`config.mk`:
```
export PLATFORM = sky130hd
export DESIGN_NAME = tsp_2opt_sched
export DESIGN_NICKNAME = d
export VERILOG_FILES = /design/src/rtl/tsp_2opt_sched.sv
export SDC_FILE = /design/constraint.sdc
export NUM_CORES = 1
export LEC_CHECK = 0
export BUFFER_PORTS_ARGS = -buffer_cell sky130_fd_sc_hd__buf_2
export CAP_MARGIN = 20
export CELL_PAD_IN_SITES_DETAIL_PLACEMENT = 0
export CELL_PAD_IN_SITES_GLOBAL_PLACEMENT = 1
export CORE_MARGIN = 2
export CORE_UTILIZATION = 38
export DETAILED_ROUTE_END_ITERATION = 6
export PLACE_DENSITY = 0.71
export SKIP_CTS_REPAIR_TIMING = 1
export SYNTH_ARGS = -nofsm -noshare
export SYNTH_HDL_FRONTEND = slang
export SYNTH_SLANG_ARGS = --single-unit
```
`constraint.sdc`:
```
create_clock -name clk -period 4.51 [get_ports clk]
set_input_delay 0.902 -clock clk [delete_from_list [all_inputs] [get_ports clk]]
set_output_delay 0.902 -clock clk [all_outputs]
set_load 0.02 [all_outputs]
```
`src/rtl/tsp_2opt_sched.sv`:
```
`default_nettype none
// ============================================================================
// Module  : tsp_2opt_sched
// Brief   : 2-opt iteration scheduler (LFSR candidate pairs, evaluate, apply)
// Revision: 1.0 - initial release
// ============================================================================
module tsp_2opt_sched #(
  parameter int unsigned N        = 64,
  parameter int unsigned IDXW     = 6,
  parameter logic [15:0] SEED     = 16'hACE1,
  parameter logic [31:0] MAX_ITER = 32'd2000000
) (
  input  logic                   clk,
  input  logic                   rst_n,
  input  logic                   i_start,
  output logic                   o_cand_valid,
  input  logic                   i_cand_ready,
  output logic [IDXW-1:0]        o_cand_i,
  output logic [IDXW-1:0]        o_cand_j,
  input  logic                   i_res_valid,
  input  logic signed [31:0]     i_res_delta,
  output logic                   o_apply_valid,
  output logic [IDXW-1:0]        o_apply_i,
  output logic [IDXW-1:0]        o_apply_j,
  input  logic                   i_apply_done,
  output logic [31:0]            o_iter_cnt,
  output logic [31:0]            o_accept_cnt,
  output logic                   o_busy,
  output logic                   o_done
);

  localparam logic [IDXW-1:0] c_idx_last = IDXW'(N - 1);
  localparam logic [IDXW-1:0] c_min_span = IDXW'(2);
  localparam logic [15:0]     c_lfsr_mask = 16'hB400;

  typedef enum logic [2:0] {
    S_IDLE  = 3'd0,
    S_GEN   = 3'd1,
    S_ISSUE = 3'd2,
    S_WAIT  = 3'd3,
    S_APPLY = 3'd4,
    S_DONE  = 3'd5
  } state_t;

  state_t          r_state;
  logic [15:0]     r_lfsr;
  logic            r_cand_valid;
  logic [IDXW-1:0] r_cand_i;
  logic [IDXW-1:0] r_cand_j;
  logic            r_apply_valid;
  logic [IDXW-1:0] r_apply_i;
  logic [IDXW-1:0] r_apply_j;
  logic [31:0]     r_iter_cnt;
  logic [31:0]     r_accept_cnt;
  logic            r_busy;
  logic            r_done;

  logic [IDXW-1:0] w_a;
  logic [IDXW-1:0] w_b;
  logic [IDXW-1:0] w_i;
  logic [IDXW-1:0] w_j;
  logic            w_reject;
  logic [15:0]     w_lfsr_nxt;
  logic [31:0]     w_iter_inc;
  logic [31:0]     w_accept_inc;

  // Pair (0,N-1) is the whole tour; reversing it does not change length.
  assign w_a          = r_lfsr[IDXW-1:0];
  assign w_b          = r_lfsr[2*IDXW-1:IDXW];
  assign w_i          = (w_a < w_b) ? w_a : w_b;
  assign w_j          = (w_a < w_b) ? w_b : w_a;
  assign w_reject     = ((w_j - w_i) < c_min_span) ||
                        ((w_i == '0) && (w_j == c_idx_last));
  assign w_lfsr_nxt   = (r_lfsr >> 1) ^ (r_lfsr[0] ? c_lfsr_mask : 16'h0000);
  assign w_iter_inc   = (&r_iter_cnt)   ? r_iter_cnt   : r_iter_cnt + 32'd1;
  assign w_accept_inc = (&r_accept_cnt) ? r_accept_cnt : r_accept_cnt + 32'd1;

  always_ff @(posedge clk or negedge rst_n) begin
    if (!rst_n) begin
      r_state       <= S_IDLE;
      r_lfsr        <= SEED;
      r_cand_valid  <= 1'b0;
      r_cand_i      <= '0;
      r_cand_j      <= '0;
      r_apply_valid <= 1'b0;
      r_apply_i     <= '0;
      r_apply_j     <= '0;
      r_iter_cnt    <= '0;
      r_accept_cnt  <= '0;
      r_busy        <= 1'b0;
      r_done        <= 1'b0;
    end else begin
      case (r_state)
        S_IDLE, S_DONE: begin
          if (i_start) begin
            r_iter_cnt   <= '0;
            r_accept_cnt <= '0;
            r_done       <= 1'b0;
            r_busy       <= 1'b1;
            r_state      <= S_GEN;
          end
        end
        S_GEN: begin
          r_lfsr <= w_lfsr_nxt;
          if (!w_reject) begin
            r_cand_i     <= w_i;
            r_cand_j     <= w_j;
            r_cand_valid <= 1'b1;
            r_state      <= S_ISSUE;
          end
        end
        S_ISSUE: begin
          if (i_cand_ready) begin
            r_cand_valid <= 1'b0;
            r_state      <= S_WAIT;
          end
        end
        S_WAIT: begin
          if (i_res_valid) begin
            r_iter_cnt <= w_iter_inc;
            if (i_res_delta < 0) begin
              r_apply_i     <= r_cand_i;
              r_apply_j     <= r_cand_j;
              r_apply_valid <= 1'b1;
              r_state       <= S_APPLY;
            end else if (w_iter_inc == MAX_ITER) begin
              r_busy  <= 1'b0;
              r_done  <= 1'b1;
              r_state <= S_DONE;
            end else begin
              r_state <= S_GEN;
            end
          end
        end
        S_APPLY: begin
          if (i_apply_done) begin
            r_apply_valid <= 1'b0;
            r_accept_cnt  <= w_accept_inc;
            if (r_iter_cnt == MAX_ITER) begin
              r_busy  <= 1'b0;
              r_done  <= 1'b1;
              r_state <= S_DONE;
            end else begin
              r_state <= S_GEN;
            end
          end
        end
        default: r_state <= S_IDLE;
      endcase
    end
  end

  assign o_cand_valid  = r_cand_valid;
  assign o_cand_i      = r_cand_i;
  assign o_cand_j      = r_cand_j;
  assign o_apply_valid = r_apply_valid;
  assign o_apply_i     = r_apply_i;
  assign o_apply_j     = r_apply_j;
  assign o_iter_cnt    = r_iter_cnt;
  assign o_accept_cnt  = r_accept_cnt;
  assign o_busy        = r_busy;
  assign o_done        = r_done;

endmodule
`default_nettype wire

```
---- Word level (Yosys, flattened, before mapping) ----
Cells that the tools add are included.
storage, ports and cells
  flip-flop bits (word level) ............. 111
  bits of input ports ..................... 38
  output and inout port bits .............. 92
  logic and storage cells ................. 98
operators by class
  add/sub/neg operators ................... 3
  order comparisons ....................... 3
  eq/ne operators ......................... 18
  multiplexer cells ....................... 40
  bitwise gates (word level) .............. 2
  reductions and logical operators ........ 20
operator list
  cell                   number
  $mux 32                5
  $pmux 32 s2            2
  $add 32x1->32 const B  2
  $eq 32x21->1 const B   2
  $reduce_and 32->1      2
  $lt 32x1->1 const B    1
  $mux 3                 8
  $ne 2x2->1 const B     10
  $mux 1                 17
  $mux 16                1
  $xor 15x16->16         1
  $pmux 3 s5             1
  $mux 6                 2
  $reduce_and 3->1       3
  $reduce_and 4->1       2
  $reduce_bool 2->1      4
  $reduce_and 7->1       1
  $eq 3x2->1 const B     2
  $eq 3x3->1 const B     2
  $eq 6x6->1 const B     1
  $logic_not 6->1        1
  $lt 6x2->1 const B     1
  $lt 6x6->1             1
  $pmux 1 s3             2
  11 further kinds       12

---- Logic depth before layout (Yosys ltp) ----
Gate-level depths: netlist (run 1).
  depth in word-level cells ............... 7
  gate-level depth with buffers ........... 18
  gate-level depth less buffers ........... 14

---- Worst setup path after synthesis (run 1) ----
No wires, ideal clock.
  kind .................................... register to register
  start ................................... register r_lfsr[10]
  end ..................................... register r_cand_i[0] (netlist: o_cand_i[0])
  library setup time ...................... 0.125 ns
  arrival time ............................ 3.525 ns
  required time ........................... 4.385 ns
  setup slack ............................. 0.859 ns
  stages on the path, launching flop included .. 17
  buffers on the path ..................... 3
  period minus slack after synthesis ...... 3.651 ns
  path through ............................ dfstp_2 inv_1 ha_1 o21ai_0 nor2_1 a21o_1 buf_2 clkbuf_1 a21oi_1 ha_1 a22oi_1 o211ai_1 a311oi_1 nand3_1 o21ai_4 buf_6 mux2_4
on the way
  longest elaborated chain between the ends .. 7
  elaborated cells between the ends (all ways) .. 11
  those cells by class .................... add/sub (1); order compare (2); eq/ne (1); mux (2); bitwise (1); reduce/logical (4)
ends and longest elaborated chain
  element                                                 line    text
  from (decl)                                             46      logic [15:0] r_lfsr;
  from (signal assigned)                                  104     r_lfsr <= w_lfsr_nxt;
  $lt 6x6->1                                              70, 71
  $mux 6, on equally long branches                        71, 70
  $sub 6x6->6 (tied with other cells)                     72      assign w_reject = ((w_j - w_i) < c_min_span) ||
  $lt 6x2->1 / $logic_and 1x1->1 (equally long branches)  72, 73
  $logic_or 1x1->1                                        72
  $not 1->1 (no source line)                              n/a
  $reduce_and 2->1 (no source line)                       n/a
  to (signal assigned)                                    106     r_cand_i <= w_i;
  to (decl)                                               48      logic [IDXW-1:0] r_cand_i;
Parallel ways exist; a longest one is shown, timed or not.
A chain may end at the register's enable or synchronous reset.

---- Worst setup path in the final report (run 1) ----
  start ................................... register r_lfsr[3]
  end ..................................... register r_cand_j[0] (netlist: o_cand_j[0])
on the way
  longest elaborated chain between the ends .. 7
  elaborated cells between the ends (all ways) .. 11
  those cells by class .................... add/sub (1); order compare (2); eq/ne (1); mux (2); bitwise (1); reduce/logical (4)
ends and longest elaborated chain
  element                                                 line    text
  $lt 6x6->1                                              70, 71
  $mux 6, on equally long branches                        71, 70
  $sub 6x6->6 (tied with other cells)                     72
  $lt 6x2->1 / $logic_and 1x1->1 (equally long branches)  72, 73
  $logic_or 1x1->1                                        72
  $not 1->1 (no source line)                              n/a
  $reduce_and 2->1 (no source line)                       n/a
  to (signal assigned)                                    107     r_cand_j <= w_j;
  to (decl)                                               49      logic [IDXW-1:0] r_cand_j;
Parallel ways exist; a longest one is shown, timed or not.

==> results.cfg, run 1 <==
[finish]
antenna_cells = 0
layout.nets = 896
area_growth_pct = 14.7
layout-drive-gt1-share_pct = 21.3

[die]
ios = 130
start_util_pct = 39.0
num_rows = 48
core_area_um2 = 17300
die_height_um = 137
die_w_um = 137
die-area_um2 = 18800

[detailed_routing]
vias = 6159
ant_nets = 0
wirelength_um = 19000
route.detailed.drc = 0
routed_via_density = 5.71
drtIter0Drc = 518
wl_per_cell_um = 17.6
firstDrtPassIters = 5

[logic_synthesis]
synth_seq_cells = 111
syn_avg_cell_area_um2 = 8.69
syn_nets = 823
synth.top_cell.area_share_pct = 38.2
synth_top_cell_by_area = dfrtp_1
synthTopCellsByCount = dfrtp_1, nand2_1, nor2_1
synth-main-ff-cell = dfrtp_1
synth-edff-count = 0
synth_most_common_cell = dfrtp_1
ys_warn_count = 0
seq_area_frac_synth_pct = 41.3
synth_area_um2 = 6740
synth.area.top_cells = dfrtp_1, nand2_1, mux2_2
syn_inst = 776
async_flop_share_pct = 100
yosysUniqueCellTypes = 67

[timing]
fin_crit_sh_pct = 86.8
clock_skew_ns = 0.00949
finalSetupViolations = 0
slew_viol_final = 0
hold_ws_ns = 0.472
final.min_clock_period_ns = 3.92
relSlewSlack_pct = 34.8
worstMarginPinSlew_ns = 0.975
grt_setup_unrepaired = false
hold_violations = 0
tns_ns = 0
fmax_mhz = 255

[critical_path]
crit_fanout = 16
arrival_ns = 4.16
worst-endpoint-required_ns = 4.75
crit_path_start_kind = flop
critPathSlowestCell = dfrtp_1
critPathTopFamily = compound AO/OA/AOI/OAI gates
cp.depth = 10
crit_path_end_kind = flop
slowest_delay_ns = 0.48
r2r_cells = 10
cp.buffers_inverters = 0
path_class = flop to flop
crit_chain = ha_1, a211oi_1, nor2_1, a21oi_4, mux2i_1, o311a_1, or3_1, a21o_1, o21ai_4, mux2_2
r2r_slack_ns = 0.59

[global_routing]
grt_pass1_wl_um = 30700
grt_pass1_vias = 5826
antenna_found_initial = 0
overflow = 0
grt_max_degree = 83
track_usage_pct = 20.5

[clocking]
cts_root_buffer = clkbuf_16
htreeDepth = 3
cts_buffers = 9
clk_latency_ns = 0.35
clkTransAtPathRegs_ns = 0.08
clkSinkCount = 111
tritoncts = done
clk_path_buf_depth = 2

[run_status]
status = complete, no violations

[min_path]
hp-class = input port to async pin

[pwr]
ir_worst_vdd_uv = 212
cellPowerDensity_nw_per_um2 = 305
p_leak_nw = 3.55

[flow_run]
drv_cap = 0

[placement]
dp_hpwl_um = 13500
portBuffers = 98
finalWeightedCongestion = 0.913
[cells in the final DEF, fill, tap and decap left out, types with 4 or more instances in the layout]
master	netlist	final
a31oi_1	10	10
dfrtp_1	103	103
o22ai_1	4	4
nand4_1	35	35
o31ai_1	10	10
and3_1	12	12
nor2b_1	4	4
a21o_1	6	6
dfstp_2	8	8
nor4_1	14	14
nand3_1	37	37
clkbuf_16	0	9
mux2i_1	5	5
and4_1	8	8
buf_4	1	13
ha_1	9	9
or3_1	9	9
o21ai_0	60	60
mux2_2	28	28
nor3_1	24	24
inv_1	28	28
nor2_1	67	67
nand2_1	99	99
mux2_4	7	7
xor2_1	25	25
a21oi_1	39	39
buf_2	6	97
xnor2_1	17	17
[sequential cells by signal (all words and copies together), names as in the netlist]
register,cells
o_apply_i,6
o_iter_cnt,32
r_state,3
o_done,1
o_cand_j,6
o_apply_valid,1
o_cand_valid,1
o_apply_j,6
o_cand_i,6
r_lfsr,16
o_busy,1
o_accept_cnt,32
[stage by stage]
step                worst slack (ns)  std cells  total power, W  cell area (um^2)  utilization (%)
CTS                            0.608       1078         0.00238              7700             44.5
global route                   0.373       1079         0.00247              7730             44.7
floorplan                      0.859        776         0.00138              6740                -
detailed placement             0.614       1062         0.00153              7400             42.8
global placement               0.672       1062         0.00152              7400             42.8
finish                         0.595       1079         0.00236              7730             44.7
[routing by layer]
metal,part of all wire [%],vias up,routed length [um],GRT usage [%]
li1,-,2947,-,-
met1,48,3002,9100,28.9
met2,46,182,8700,32.4
met3,4.6,28,882,2.94
met4,1.6,0,303,6.70
met5,0,-,0,0
[path summary, 6_finish.rpt]
check / startpoint / endpoint
setup / recovery: r_lfsr[3] / o_cand_j[0]
hold / removal: rst_n / o_accept_cnt[14]
setup reg to reg: r_lfsr[3] / o_cand_j[0]
hold reg to reg: o_done / o_done
max in group asynchronous: rst_n / o_iter_cnt[17]
min in group clk: o_done / o_done
[layout make-up]
cell class | instances | area (um^2)
clock inverters | 6 | 77.6
inverters | 28 | 105
flip-flops and latches | 111 | 2790
multi-input cells | 588 | 3640
fillers | 1730 | 9560
repair buffers | 111 | 611
well taps | 225 | 282
clock buffers | 10 | 229
[cells by family after synthesis]
| family | share of synthesized area [%] |
|---|---|
| xor+xnor | 5.45 |
| buf+inv | 4.68 |
| flops | 41.3 |
| simple gates | 23.7 |
| fa+ha+maj | 1.67 |
| compound gates | 16.1 |
| mux | 6.98 |
[report_power, final]
group / leakage (nW) / internal [W] / total [W] / switching (W)
clock network: 0.147 / 0.000443 / 0.000846 / 0.000402
registers: 1.50 / 0.00103 / 0.00111 / 0.0000748
logic: 1.90 / 0.000132 / 0.000406 / 0.000274
total: 3.55 / 0.00161 / 0.00236 / 0.000751
(Power assumes the default switching activity.)
==> inputs of run 2 (changes only) <==
PLACE_DENSITY = not set   (was 0.71)
PLACE_DENSITY_LB_ADDON = 0.12   (was not set)
==> results.cfg, run 2 (same netlist as run 1, synthesis figures left out) <==
[clocking]
htreeDepth = 3
clk_path_buf_depth = 2
cts_buffers = 9
tritoncts = done
clkTransAtPathRegs_ns = 0.08
clkSinkCount = 111
cts_root_buffer = clkbuf_16
clk_latency_ns = 0.37

[timing]
hold_violations = 0
slew_viol_final = 0
fmax_mhz = 254
tns_ns = 0
worstMarginPinSlew_ns = 0.944
hold_ws_ns = 0.484
final.min_clock_period_ns = 3.93
clock_skew_ns = 0.0123
fin_crit_sh_pct = 87.2
relSlewSlack_pct = 36.8
finalSetupViolations = 0
grt_setup_unrepaired = false

[detailed_routing]
firstDrtPassIters = 5
vias = 6214
route.detailed.drc = 0
wirelength_um = 19200
wl_per_cell_um = 17.8
ant_nets = 0
drtIter0Drc = 466
routed_via_density = 5.75

[flow_run]
drv_cap = 0

[min_path]
hp-class = flop to flop

[pwr]
switching_share_pct = 33.0
p_switching_w = 0.000766
power_w = 0.00232
cellPowerDensity_nw_per_um2 = 301
p_leak_nw = 3.54
cell_internal_pwr_w = 0.00155
combinationalPowerShare_pct = 17.5
p_clk_share_pct = 34.7
ir_worst_vdd_uv = 235
pwr-share-seq_pct = 47.8

[critical_path]
crit_path_end_kind = flop
crit_path_start_kind = flop
worst-endpoint-required_ns = 4.76
critPathSlowestCell = dfrtp_1
slowest_delay_ns = 0.48
arrival_ns = 4.18
crit_fanout = 16
crit_chain = ha_1, a211oi_1, nor2_1, a21oi_4, mux2i_1, o311a_1, or3_1, a21o_1, o21ai_4, mux2_2
path_class = flop to flop

[finish]
final_cell_mix = dfrtp_1, nand2_1, buf_2
layout.nets = 897
area_growth_pct = 14.4
layout-drive-gt1-share_pct = 21.6
final_common_cell = dfrtp_1
fin_util_pct = 44.6
antenna_cells = 0

[placement]
portBuffers = 98
finalWeightedCongestion = 0.874
dp_hpwl_um = 13800

[die]
start_util_pct = 39.0
core_area_um2 = 17300
ios = 130
die_height_um = 137
die-area_um2 = 18800
die_w_um = 137
num_rows = 48

[global_routing]
grt_max_degree = 75
track_usage_pct = 20.8
grt_pass1_wl_um = 30700
antenna_found_initial = 0
grt_pass1_vias = 5717
overflow = 0

[run_status]
status = complete, no violations
-- run 2: metal layers --
metal  track usage [%]  vias up  routed length [um]
li1                  -     2952                   -
met5                 0        -                   0
met4              6.07        0                 271
met3              2.61       18                1140
met1              31.1     3046                9310
met2              31.4      198                8490
-- run 2: layout make-up --
cell class / instances / area [um^2]
Fill cell: 1726 / 9580
Clock buffer: 9 / 225
Sequential cell: 111 / 2790
Inverter: 28 / 105
Timing Repair Buffer: 112 / 606
Multi-Input combinational cell: 588 / 3640
Clock inverter: 7 / 67.6
Tap cell: 225 / 282
-- run 2: path summary, 6_finish.rpt --
| check | cells past startpoint | slack, ns | end | startpoint |
|---|---|---|---|---|
| worst min-delay path | 2 | 0.48 | r_lfsr[13] | r_lfsr[13] |
| worst max register to register | 10 | 0.58 | o_cand_i[5] | r_lfsr[3] |
| min in group asynchronous | 1 | 0.67 | o_accept_cnt[12] | rst_n |
| max in group asynchronous | 2 | 2.89 | r_lfsr[15] | rst_n |
| worst max-delay path | 10 | 0.58 | o_cand_i[5] | r_lfsr[3] |
| worst min register to register | 2 | 0.48 | r_lfsr[13] | r_lfsr[13] |
-- run 2: critical path: cells and delay by family (launching register included) --
kind | cells | cell delay (ns)
compound gates | 5 | 1.77
fa+ha+maj | 1 | 0.44
flops | 1 | 0.48
mux | 2 | 0.63
simple gates | 2 | 0.48
-- run 2: stage by stage --
step	cell area (um^2)	worst slack (ns)	std cells
floorplan	6740	0.859	776
global placement	7410	0.682	1063
detailed placement	7410	0.644	1063
CTS	7700	0.600	1079
global route	7720	0.307	1080
finish	7720	0.579	1080
-- run 2: power groups by stage --
stage	clock network (W)	logic [W]	registers (W)
after CTS	0.000832	0.000403	0.00111
after detailed placement	0	0.000401	0.00113
after global placement	0	0.000394	0.00112
after global routing	0.000876	0.000451	0.00112
final	0.000805	0.000406	0.00111
after floorplan	0	0.000257	0.00113
